**src/rtl/hello_pkg.sv**
```systemverilog
// Shared letter encoding, message contents and scroll FSM states for the
// HELLO scroller.
package hello_pkg;

   typedef enum logic [2:0] {
      BLANK = 3'b000,
      H     = 3'b001,
      E     = 3'b010,
      L     = 3'b011,
      O     = 3'b100
   } letter_t;

   localparam int MSG_LEN = 5;
   localparam letter_t MESSAGE [MSG_LEN] = '{H, E, L, L, O};

   typedef enum logic [1:0] {
      IDLE   = 2'd0,
      SCROLL = 2'd1,
      PAUSE  = 2'd2
   } scroll_state_t;

   // Indices past the message feed blanks so the text scrolls fully off.
   function automatic letter_t feed_letter(input int unsigned idx);
      letter_t res;
      case (idx)
         0:       res = H;
         1:       res = E;
         2, 3:    res = L;
         4:       res = O;
         default: res = BLANK;
      endcase
      return res;
   endfunction

endpackage

```
**src/rtl/hello_scroll_ctrl_prescaler.sv**
```systemverilog
// Step prescaler: counts 0..TICK_DIV-1 while enabled; wrap flags the count
// value on which the next enabled edge wraps to zero (a scroll step).
module scroll_prescaler #(
   parameter int TICK_DIV = 25_000_000
) (
   input  logic clk,
   input  logic rst,
   input  logic en,
   input  logic clr,
   output logic wrap
);

   localparam int PW = $clog2(TICK_DIV);

   logic [PW-1:0] count;

   assign wrap = (count == PW'(TICK_DIV - 1));

   always_ff @(posedge clk or posedge rst) begin
      if (rst) begin
         count <= '0;
      end else if (clr) begin
         count <= '0;
      end else if (en) begin
         count <= wrap ? '0 : count + 1'b1;
      end
   end

endmodule

```
**src/rtl/hello_scroll_ctrl.sv**
```systemverilog
// Scrolls "HELLO" across NUM_DIGITS letter-code digits, one letter per
// TICK_DIV clocks, with start/stop/pause and continuous loop.
module hello_scroll_ctrl
   import hello_pkg::*;
#(
   parameter int NUM_DIGITS = 4,
   parameter int TICK_DIV   = 25_000_000
) (
   input  logic                    clk,
   input  logic                    rst,
   input  logic                    start,
   input  logic                    stop,
   input  logic                    pause,
   input  logic                    loop,
   output logic [3*NUM_DIGITS-1:0] digits,
   output logic                    busy,
   output logic                    done,
   output logic [1:0]              fsm_state
);

   localparam int STEPS = MSG_LEN + NUM_DIGITS;
   localparam int IW    = $clog2(STEPS + 1);

   // Handshake-free control: start/stop/pause/loop are plain levels sampled
   // on every posedge; outputs change only on posedge or async reset.
   scroll_state_t             state, state_n;
   logic [IW-1:0]             index, index_n;
   logic [3*NUM_DIGITS-1:0]   digits_n;
   logic                      done_n;
   logic                      pre_en, pre_clr, pre_wrap;

   scroll_prescaler #(.TICK_DIV(TICK_DIV)) u_prescaler (
      .clk  (clk),
      .rst  (rst),
      .en   (pre_en),
      .clr  (pre_clr),
      .wrap (pre_wrap)
   );

   always_ff @(posedge clk or posedge rst) begin
      if (rst) begin
         state  <= IDLE;
         index  <= '0;
         digits <= '0;
         done   <= 1'b0;
      end else begin
         state  <= state_n;
         index  <= index_n;
         digits <= digits_n;
         done   <= done_n;
      end
   end

   always_comb begin
      state_n  = state;
      index_n  = index;
      digits_n = digits;
      done_n   = 1'b0;
      pre_en   = 1'b0;
      pre_clr  = 1'b0;

      if (stop) begin
         state_n  = IDLE;
         index_n  = '0;
         digits_n = '0;
         pre_clr  = 1'b1;
      end else begin
         case (state)
            IDLE: begin
               if (start) begin
                  state_n  = SCROLL;
                  index_n  = '0;
                  digits_n = '0;
                  pre_clr  = 1'b1;
               end
            end
            SCROLL, PAUSE: begin
               if (pause) begin
                  state_n = PAUSE;
               end else begin
                  // Leaving PAUSE counts on the same edge, resuming the held value.
                  state_n = SCROLL;
                  pre_en  = 1'b1;
                  if (pre_wrap) begin
                     for (int i = NUM_DIGITS - 1; i > 0; i--) begin
                        digits_n[3*i +: 3] = digits[3*(i-1) +: 3];
                     end
                     digits_n[2:0] = feed_letter(32'(index));
                     if (index == IW'(STEPS - 1)) begin
                        index_n = '0;
                        if (!loop) begin
                           state_n  = IDLE;
                           done_n   = 1'b1;
                           digits_n = '0;
                        end
                     end else begin
                        index_n = index + 1'b1;
                     end
                  end
               end
            end
            default: begin
               state_n = IDLE;
            end
         endcase
      end
   end

   assign busy      = (state != IDLE);
   assign fsm_state = state;

endmodule

```
**config.mk**
```make
export PLATFORM = sky130hd
export DESIGN_NAME = hello_scroll_ctrl
export DESIGN_NICKNAME = d
export VERILOG_FILES = /design/src/rtl/hello_pkg.sv /design/src/rtl/hello_scroll_ctrl_prescaler.sv /design/src/rtl/hello_scroll_ctrl.sv
export SDC_FILE = /design/constraint.sdc
export NUM_CORES = 1
export LEC_CHECK = 0
export CORE_MARGIN = 1
export CORE_UTILIZATION = 57
export CTS_CLUSTER_SIZE = 28
export DETAILED_ROUTE_END_ITERATION = 7
export GPL_ROUTABILITY_DRIVEN = 0
export PLACE_DENSITY_LB_ADDON = 0.08
export SLEW_MARGIN = 40
export SYNTH_ARGS = -nofsm -noshare
export SYNTH_HDL_FRONTEND = slang
export SYNTH_HIERARCHICAL = 1
export SYNTH_SLANG_ARGS = --single-unit
```
**constraint.sdc**
```tcl
create_clock -name clk -period 3.11 [get_ports clk]
set_clock_uncertainty 0.1 [all_clocks]
set_input_delay 0.4665 -clock clk [delete_from_list [all_inputs] [get_ports clk]]
set_output_delay 0.4665 -clock clk [all_outputs]
set_load 0.05 [all_outputs]
```
==> flow_summary.yaml <==
worst_setup_path:
  reg2reg_from: "fsm_state[0]"
  worstPathRequired_ns: 3.18
  critPathLaunch: "fsm_state[0]"
  endpoint: "u_prescaler/count[20]"
  critPathMaxFanout: 8
  reg2reg_to: "u_prescaler/count[20]"
  r2r_setup_slack_ns: 0.47
  critPathCaptureType: "register"
  crit_arrival_ns: 2.70
  reg2reg_depth: 9
  cp-start-kind: "register"
  critical_path_class: "reg2reg"
route:
  postRouteAntennaNets: 0
  drc: 0
  vias: 1934
  viasPerCell: 5.77
  dr.pass1.iters: 4
  wirelength_um: 4960
  wl_per_cell_um: 14.8
  detail_route.iter0.violations: 151
synthesis:
  ys_seq_area_share_pct: 43.5
  ys_types: 53
  syn-num-nets: 275
  synth_area_per_cell_um2: 9.65
  yosys_warnings: 6
  synth_cells: 262
  synth_edf_count: 0
  ys_seq_elements: 44
  ys.flop_type: "dfrtp_1"
  synth_area_um2: 2530
  synthArstFlopShare_pct: 100
placed_design:
  placed_area_um2: 2780
  port_buffers: 21
  place_ws_ns: 0.452
  place_hpwl_um: 3580
finish:
  multi_input_area_um2: 1310
  nets: 298
  area_growth_pct: 15.1
  layout-drive-gt1-share_pct: 9.82
  fillers: 326
  regArea_um2: 1100
  post-route-cell-area_um2: 2910
  n_antenna_cell: 0
clock_tree:
  clockRootBuffer: "clkbuf_8"
  cts_resized: 0
  h-tree-depth: 2
  cts_tree: "built"
  clk_pin_slew_worst_paths_ns: 0.08
  cts_hold_buf: 0
  clk_path_buf_depth: 2
  clk_latency_ns: 0.30
  cts_setup_buffers: 0
  cts.sinks: 44
  numCtsBuffers: 5
sta:
  drv_slew: 0
  relSlewSlack_pct: 58.6
  tightest_slew_ns: 0.616
  post-route-period-util_pct: 84.7
  finalSetupTns_ns: 0
  hold_violations: 0
  max_freq_mhz: 379
  setup_violations: 0
  fin_hold_ws_ns: 0.419
  fin_ws_ns: 0.475
  min_period_ns: 2.64
  rsz0062_at_grt: "false"
grt:
  antenna_found_initial: 0
  overflow: 0
  grt.total_usage_pct: 24.6
  grt_max_degree: 26
  grt_pass1_wl_um: 8470
  grt_pass1_vias: 1856
min_path:
  hp-class: "in2async"
pwr:
  p_per_area_nw_per_um2: 466
  ir_drop_uv: 629
  power_leakage_uw: 0.00129
die:
  die_h_um: 68.6
  dieArea_um2: 4710
  rows: 23
  dieWidth_um: 68.6
  initial_core_util_pct: 61.4
  core_area_um2: 4120
  io_pins: 22
outcome:
  status: "finished, final reports clean"
flow_run:
  cap_violations: 0
## power by group
group	leakage (µW)	switching, µW	total [µW]	internal [µW]
combinational	0.000611	162	249	87.2
clock	0.0000642	194	511	316
sequential	0.000612	13.2	597	584
## layout make-up
class	instances	area share [%]
Multi-Input combinational cell	191	45.1
Sequential cell	44	37.8
Timing Repair Buffer	24	8.00
Inverter	19	2.45
Clock buffer	5	2.36
Tap cell	50	2.15
Clock inverter	2	2.06
## worst min-delay path by stage
stage          cells past startpoint                    to
6_report                           2             digits[0]
5_1_grt                            1             digits[0]
4_1_cts                            1  u_prescaler/count[5]
3_5_place_dp                       1  u_prescaler/count[5]
3_3_place_gp                       1  u_prescaler/count[5]
2_1_floorplan                      1             digits[0]
## placed cells by master (no fill, tap or decap), types with 3 or more instances in the layout
cell type	n
dfrtp_1	44
nor2_1	32
nand2_1	25
clkdlybuf4s50_1	21
inv_1	17
and3_1	13
xor2_1	13
mux2i_1	11
nand4_1	10
ha_1	7
nand3_1	7
nor3_1	6
and4_1	6
a21oi_1	5
clkbuf_8	5
mux2_2	4
a32o_1	4
o21ai_0	4
nor4_1	3
buf_4	3
## cells in the mapped netlist, types with 2 or more instances
cell	instances	area (µm²)
clkbuf_1	3	11.3
nand2b_1	2	12.5
nor3b_1	2	15.0
and4b_1	2	20.0
mux2i_1	11	110
a31o_1	2	17.5
nand4_1	10	62.6
ha_1	7	87.6
nor2_1	32	120
nor4_1	3	18.8
o21ai_0	4	20.0
nor3_4	2	32.5
nor3_1	6	30.0
xnor2_1	2	17.5
o21ai_1	2	10.0
buf_2	4	20.0
and4_1	6	52.6
nand3_1	7	35.0
mux2_2	4	45.0
and2_1	2	12.5
and3_1	13	81.3
a21oi_1	5	25.0
xor2_1	13	114
nand2_1	25	93.8
inv_1	19	71.3
a32o_1	4	40.0
dfrtp_1	44	1100
## routing by layer
layer | part of all wire (%) | vias to the layer above | global-route usage, %
met3 | 3.8 | 5 | 4.44
met4 | 1.0 | 0 | 8.07
met5 | 0 | - | 0
li1 | - | 962 | -
met2 | 45 | 33 | 38.8
met1 | 50 | 934 | 33.8
## flip-flops by register name, summed over array words and instances (netlist names)
signal and count:
u_prescaler/count 25, fsm_state 2, done 1, digits 12, index 4
## critical path, stage by stage, from the launching register on
cell      delay [ns]
dfrtp_1         0.40
inv_1           0.06
ha_1            0.46
nand2b_1        0.24
nor2_1          0.19
nor2_1          0.09
nor3_1          0.54
nand4_1         0.20
xor2_1          0.17
nor2_1          0.05
## stage by stage
stage / utilization, % / power [µW] / instances
floorplan: - / 795 / 262
global placement: 67.6 / 854 / 328
detailed placement: 67.6 / 858 / 328
CTS: 70.7 / 1370 / 335
global route: 70.7 / 1420 / 335
finish: 70.7 / 1360 / 335
## cells by family (layout without fill, tap and decap cells)
logic type	Yosys count	after routing	synth area share, %
muxes	15	15	6.14
DFF	44	44	43.5
xor gates and xnor gates	15	15	5.20
adders and majority gates	7	7	3.46
AOI/OAI and AO/OA	29	29	9.11
buffers and inverters	27	50	4.50
and+or+nand+nor	125	125	28.1
(Power assumes the default switching activity.)
